--- src/rtl/mp_ar_arbiter.sv ---
// Round-robin arbiter sharing one AXI AR channel among ENGINE_NUM engines, tagging ARID with the
// engine index, capping in-flight bursts per engine and routing R handshakes back by RID.
// Optional per-engine grant counters are built when MP_AR_ARB_GRANT_CNT_EN is defined.
module mp_ar_arbiter #(
  parameter int ENGINE_NUM      = 8,
  parameter int ENG_BITS        = 3,
  parameter int ID_WIDTH        = 5,
  parameter int ADDR_WIDTH      = 64,
  parameter int MAX_OUTSTANDING = 4
) (
  input  logic                           clk,
  input  logic                           reset,
  input  logic [ENGINE_NUM-1:0]          eng_arvalid,
  input  logic [ENGINE_NUM*ADDR_WIDTH-1:0] eng_araddr,
  input  logic [ENGINE_NUM*8-1:0]        eng_arlen,
  output logic [ENGINE_NUM-1:0]          eng_arready,
  output logic [ID_WIDTH-1:0]            m_arid,
  output logic [ADDR_WIDTH-1:0]          m_araddr,
  output logic [7:0]                     m_arlen,
  output logic                           m_arvalid,
  input  logic                           m_arready,
  input  logic [ID_WIDTH-1:0]            m_rid,
  input  logic                           m_rlast,
  input  logic                           m_rvalid,
  output logic                           m_rready,
  output logic [ENGINE_NUM-1:0]          eng_rvalid,
  input  logic [ENGINE_NUM-1:0]          eng_rready,
  output logic [ENGINE_NUM*4-1:0]        outstanding,
  output logic                           rid_err
`ifdef MP_AR_ARB_GRANT_CNT_EN
  ,
  output logic [ENGINE_NUM*32-1:0]       grant_cnt
`endif
);

  typedef enum logic {IDLE, HOLD} state_t;

  state_t                state_q;
  logic                  m_arvalid_q;
  logic [ID_WIDTH-1:0]   m_arid_q;
  logic [ADDR_WIDTH-1:0] m_araddr_q;
  logic [7:0]            m_arlen_q;
  logic [ENG_BITS-1:0]   ptr_q;
  logic                  rid_err_q;

  logic [ENGINE_NUM-1:0] eligible;
  logic [ENGINE_NUM-1:0] underflow;
  logic [ADDR_WIDTH-1:0] addr_arr [ENGINE_NUM];
  logic [7:0]            len_arr  [ENGINE_NUM];
  logic                  slot_free;
  logic                  found;
  logic                  grant;
  logic [ENG_BITS-1:0]   winner;
  logic [ENG_BITS-1:0]   rid_idx;
  logic                  rid_hi_ok;
  logic                  rid_ok;
  logic                  r_done;

  // The slot can take a new burst when empty or when it drains this very cycle.
  assign slot_free = !reset && ((state_q == IDLE) || m_arready);
  assign grant     = found && slot_free;

  always_comb begin
    found  = 1'b0;
    winner = '0;
    for (int off = 0; off < ENGINE_NUM; off++) begin
      if (!found && eligible[ptr_q + ENG_BITS'(off)]) begin
        found  = 1'b1;
        winner = ptr_q + ENG_BITS'(off);
      end
    end
  end

  always_comb begin
    eng_arready = '0;
    if (grant) eng_arready[winner] = 1'b1;
  end

  assign rid_idx = m_rid[ENG_BITS-1:0];
  generate
    if (ID_WIDTH > ENG_BITS) begin : g_rid_hi
      assign rid_hi_ok = (m_rid[ID_WIDTH-1:ENG_BITS] == '0);
    end else begin : g_rid_nohi
      assign rid_hi_ok = 1'b1;
    end
  endgenerate
  assign rid_ok = rid_hi_ok && ({1'b0, rid_idx} < (ENG_BITS+1)'(ENGINE_NUM));

  // Bad RIDs are drained so the host never stalls on a beat nobody owns.
  always_comb begin
    eng_rvalid = '0;
    m_rready   = 1'b1;
    if (rid_ok) begin
      eng_rvalid[rid_idx] = m_rvalid;
      m_rready            = eng_rready[rid_idx];
    end
  end

  assign r_done = m_rvalid && m_rready && m_rlast && rid_ok;

  generate
    for (genvar gi = 0; gi < ENGINE_NUM; gi++) begin : g_eng
      logic [3:0] cnt_q;
      logic       inc;
      logic       dec;

      assign addr_arr[gi]  = eng_araddr[gi*ADDR_WIDTH +: ADDR_WIDTH];
      assign len_arr[gi]   = eng_arlen[gi*8 +: 8];
      assign eligible[gi]  = eng_arvalid[gi] && (cnt_q < 4'(MAX_OUTSTANDING));
      // Count at grant capture so a burst parked in the slot already uses a credit.
      assign inc           = grant && (winner == ENG_BITS'(gi));
      assign dec           = r_done && (rid_idx == ENG_BITS'(gi));
      assign underflow[gi] = dec && !inc && (cnt_q == '0);
      assign outstanding[gi*4 +: 4] = cnt_q;

      always_ff @(posedge clk) begin
        if (reset) begin
          cnt_q <= '0;
        end else if (inc && !dec) begin
          cnt_q <= cnt_q + 4'd1;
        end else if (dec && !inc && (cnt_q != '0)) begin
          cnt_q <= cnt_q - 4'd1;
        end
      end

`ifdef MP_AR_ARB_GRANT_CNT_EN
      logic [31:0] gcnt_q;
      always_ff @(posedge clk) begin
        if (reset) begin
          gcnt_q <= '0;
        end else if (inc && (gcnt_q != '1)) begin
          gcnt_q <= gcnt_q + 32'd1;
        end
      end
      assign grant_cnt[gi*32 +: 32] = gcnt_q;
`endif
    end
  endgenerate

  always_ff @(posedge clk) begin
    if (reset) begin
      state_q     <= IDLE;
      m_arvalid_q <= 1'b0;
      m_arid_q    <= '0;
      m_araddr_q  <= '0;
      m_arlen_q   <= '0;
      ptr_q       <= '0;
      rid_err_q   <= 1'b0;
    end else begin
      rid_err_q <= rid_err_q || (m_rvalid && !rid_ok) || (|underflow);
      if (grant) begin
        state_q     <= HOLD;
        m_arvalid_q <= 1'b1;
        m_arid_q    <= ID_WIDTH'(winner);
        m_araddr_q  <= addr_arr[winner];
        m_arlen_q   <= len_arr[winner];
        ptr_q       <= winner + 1'b1;
      end else if (m_arready) begin
        state_q     <= IDLE;
        m_arvalid_q <= 1'b0;
      end
    end
  end

  assign m_arvalid = m_arvalid_q;
  assign m_arid    = m_arid_q;
  assign m_araddr  = m_araddr_q;
  assign m_arlen   = m_arlen_q;
  assign rid_err   = rid_err_q;

endmodule

--- config.mk ---
export PLATFORM = sky130hd
export DESIGN_NAME = mp_ar_arbiter
export DESIGN_NICKNAME = d
export VERILOG_FILES = /design/src/rtl/mp_ar_arbiter.sv
export SDC_FILE = /design/constraint.sdc
export NUM_CORES = 1
export LEC_CHECK = 0
export ABC_AREA = 1
export BUFFER_PORTS_ARGS = -buffer_cell sky130_fd_sc_hd__clkbuf_2
export CAP_MARGIN = 20
export CORE_AREA = 2 2 282 284
export CTS_CLUSTER_SIZE = 30
export DETAILED_ROUTE_END_ITERATION = 16
export DIE_AREA = 0 0 284 286
export PLACE_DENSITY = 0.42
export SLEW_MARGIN = 20
export SYNTH_ARGS = -nofsm -noshare
export SYNTH_HDL_FRONTEND = slang
export SYNTH_SLANG_ARGS = --single-unit
--- constraint.sdc ---
create_clock -name clk -period 7.67 [get_ports clk]
set_clock_uncertainty 0.15 [all_clocks]
set_input_delay 0 -clock clk [delete_from_list [all_inputs] [get_ports clk]]
set_output_delay 0 -clock clk [all_outputs]
set_load 0.02 [all_outputs]
==> flow_metrics.env <==
export IMPL_first_iter_violations=940
export IMPL_slew_limit_headroom=0.368
export IMPL_drv_cap=0
export IMPL_max_freq_mhz=147
export IMPL_synth_common_cells="659 x sky130_fd_sc_hd__nor2_1, 174 x sky130_fd_sc_hd__a21oi_1, 172 x sky130_fd_sc_hd__nand3_1"
export IMPL_root_buffer="sky130_fd_sc_hd__clkbuf_16"
export IMPL_groute_usage_overall=0.166
export IMPL_core_rowCount=103
export IMPL_via_count_of_the_first_global_routing_pass=16200
export IMPL_post_synth_top_area_cell="sky130_fd_sc_hd__nor2_1"
export IMPL_source_to_sink_clock_delay_at_the_later_pin_of_the_worst_skew_pair_ns=0.40
export IMPL_detail_route_drc_violations=0
export IMPL_peak_fanout_along_the_critical_path=43
export IMPL_synth_most_common_cell="sky130_fd_sc_hd__nor2_1"
export IMPL_dpl_worst_slack_ns=2.27
export IMPL_cts_made_buffers=9
export IMPL_min_clock_period_post_route_ns=6.82
export IMPL_critPathMostFrequentCell="sky130_fd_sc_hd__nor2_1"
export IMPL_setup_ws_ns=0.855
export IMPL_multiInputGateArea_um2=7890
export IMPL_cp_slowest_stage_delay_ns=0.65
export IMPL_yosys_warnings=0
export IMPL_number_of_distinct_library_cell_variants_in_the_gate_level_netlist_after_synthesis=46
export IMPL_worstHoldPathType="in2reg"
export IMPL_run_status="finished, final reports clean"
export IMPL_place_port_buffers=727
export IMPL_antenna_violations_before_repair=5
export IMPL_critPathRequiredTime_ns=7.87
export IMPL_cts_path_max_buffers=2
export IMPL_firstDrtPassIters=5
export IMPL_synth_async_reset_ratio=0
export IMPL_maximum_number_of_pins_on_one_net_before_global_route_repair=167
export IMPL_dieHeight_um=286
export IMPL_cts_max_level=3
export IMPL_grt_pass1_wl_um=102000
export IMPL_postSynthCellCount=1950
export IMPL_final_setup_viol_count=0
export IMPL_critical_path_class="reg2reg"
export IMPL_endpoint_kind="flop"
export IMPL_ant_nets=0
export IMPL_finalHoldViolCount=0
export IMPL_synth_area_um2=11100
export IMPL_cp_arrival_ns=7.02
export IMPL_synth_top_cell_area_share=0.222
export IMPL_tightest_slew_ns=0.948
export IMPL_filler_cell_count=9197
export IMPL_report_final_slew_viol_count=0
export IMPL_synth_top_cells_by_area="sky130_fd_sc_hd__nor2_1 22%, sky130_fd_sc_hd__dfxtp_1 20%, sky130_fd_sc_hd__a21oi_1 7.8%"
export IMPL_die_area_um2=81200
export IMPL_finished_layout_cell_area_um2=18600
export IMPL_globalplace_congestion=0.856
export IMPL_synth_seq_cells=112
export IMPL_postSynthAreaPerCell_um2=5.72
export IMPL_finalNetCount=3469
export IMPL_detail_route_wl_per_cell_um=18.1
export IMPL_chipWidth_um=284
export IMPL_tritoncts_clock_tree="done"
export IMPL_post_cts_repair_setup_buffers=0
export IMPL_drive_gt1_frac=0.296
export IMPL_dp_final_hpwl_um=55000
export IMPL_numClockSinks=112
export IMPL_synth_top_flop_cell="sky130_fd_sc_hd__dfxtp_1"
export IMPL_cts_clk_slew_worst_paths_ns=0.11
export IMPL_floorplan_core_area_um2=78400
export IMPL_placedInstanceArea_um2=15600
export IMPL_totalWireLength_um=70400
export IMPL_final_global_route_overflow_total=0
export IMPL_cell_with_the_largest_stage_delay_on_the_worst_path="sky130_fd_sc_hd__dfxtp_1"
export IMPL_pin_count=730
export IMPL_area_sequential_um2=2240
export IMPL_flow_area_growth_from_synthesis_pct=67.0
export IMPL_critical_path_startpoint_type="flop"
export IMPL_vias_per_cell=4.18
export IMPL_rsz_0062_raised_after_global_routing="no"
export IMPL_initial_core_util=0.142
export IMPL_ctsResizeCount=0
export IMPL_post_route_period_util=0.889
export IMPL_synth_sequential_area_ratio=0.201
export IMPL_number_of_flops_mapped_to_enable_cells_by_yosys=0
export IMPL_fin_setup_tns_ns=0
export IMPL_vias=16300
state kept, by name (all words and copies together) (netlist names):
signal	flops
g_eng.cnt_q	32
m_araddr	64
rid_err	1
m_arlen	8
ptr_q	3
m_arid	3
m_arvalid	1
per-stage QoR:
stage               std cells   util  hold slack, ns
floorplan                1951      -         -0.0809
global route             3895  0.237          0.0544
detailed placement       3606  0.199           0.193
global placement         3606  0.199           0.191
finish                   3898  0.238         0.00173
CTS                      3895  0.237          0.0139
per-layer routing:
layer,GRT usage,vias up,part of all wire
li1,-,8271,-
met1,0.213,7484,0.45
met2,0.289,495,0.49
met3,0.0272,59,0.047
met4,0.0380,4,0.018
met5,0,-,0.00033
repair_timing:
action | 4_1_cts | 5_1_grt
hold endpoints to repair | 85 | 0
hold buffers | 273 | 0
endpoints found under the setup margin | 0 | 0
worst paths after layout:
kind	start	end	slack, ns	depth (start not counted)
setup / recovery	ptr_q[0]$_SDFFE_PP0P_	m_araddr[54]$_SDFFE_PP0P_	0.85	26
setup reg to reg	ptr_q[0]$_SDFFE_PP0P_	m_araddr[54]$_SDFFE_PP0P_	0.85	26
hold / removal	eng_araddr[201]	m_araddr[9]$_SDFFE_PP0P_	0.002	5
hold reg to reg	m_arid[1]$_SDFFE_PP0P_	m_arid[1]$_SDFFE_PP0P_	0.35	2
logic make-up after synthesis:
logic type | count (synthesis) | share of synthesized area
AND/OR/NAND/NOR | 1082 | 0.419
AO/OA/AOI/OAI | 489 | 0.238
buffers and inverters | 227 | 0.0933
flip-flops | 112 | 0.201
adder cells (fa/ha/maj) | 27 | 0.0357
XOR/XNOR | 12 | 0.0118
other | 1 | 0.000336
critical path, delay by kind of cell (launching register included):
family	cells	cell delay, ns
adder cells (fa/ha/maj)	1	0.45
buffers and inverters	8	3.23
AO/OA/AOI/OAI	1	0.09
AND/OR/NAND/NOR	16	2.16
flip-flops	1	0.65
cells in the final DEF, fill, tap and decap left out, types with 19 or more instances in the layout:
cell	Yosys	routed
sky130_fd_sc_hd__dfxtp_1	112	112
sky130_fd_sc_hd__or2_2	38	38
sky130_fd_sc_hd__dlygate4sd3_1	0	273
sky130_fd_sc_hd__a21oi_1	174	174
sky130_fd_sc_hd__nand2_1	125	124
sky130_fd_sc_hd__o21ai_0	106	106
sky130_fd_sc_hd__inv_1	77	77
sky130_fd_sc_hd__ha_1	19	19
sky130_fd_sc_hd__or2_0	34	34
sky130_fd_sc_hd__clkbuf_2	0	727
sky130_fd_sc_hd__nor2_1	659	659
sky130_fd_sc_hd__nand3_1	172	172
sky130_fd_sc_hd__o211ai_1	72	72
sky130_fd_sc_hd__o21ai_1	127	127
area by class of cell:
cell class / instances / share of cell area
antenna: 3 / 0.000403
sequential: 112 / 0.120
tap: 1050 / 0.0706
multi-input combinational: 1612 / 0.424
inverter: 91 / 0.0188
timing repair buffer: 1014 / 0.349
clock inverter: 6 / 0.00363
clock buffer: 10 / 0.0128
Power is not shown: default switching activity piles up to over one toggle a cycle in this logic, so the estimate is an artifact.
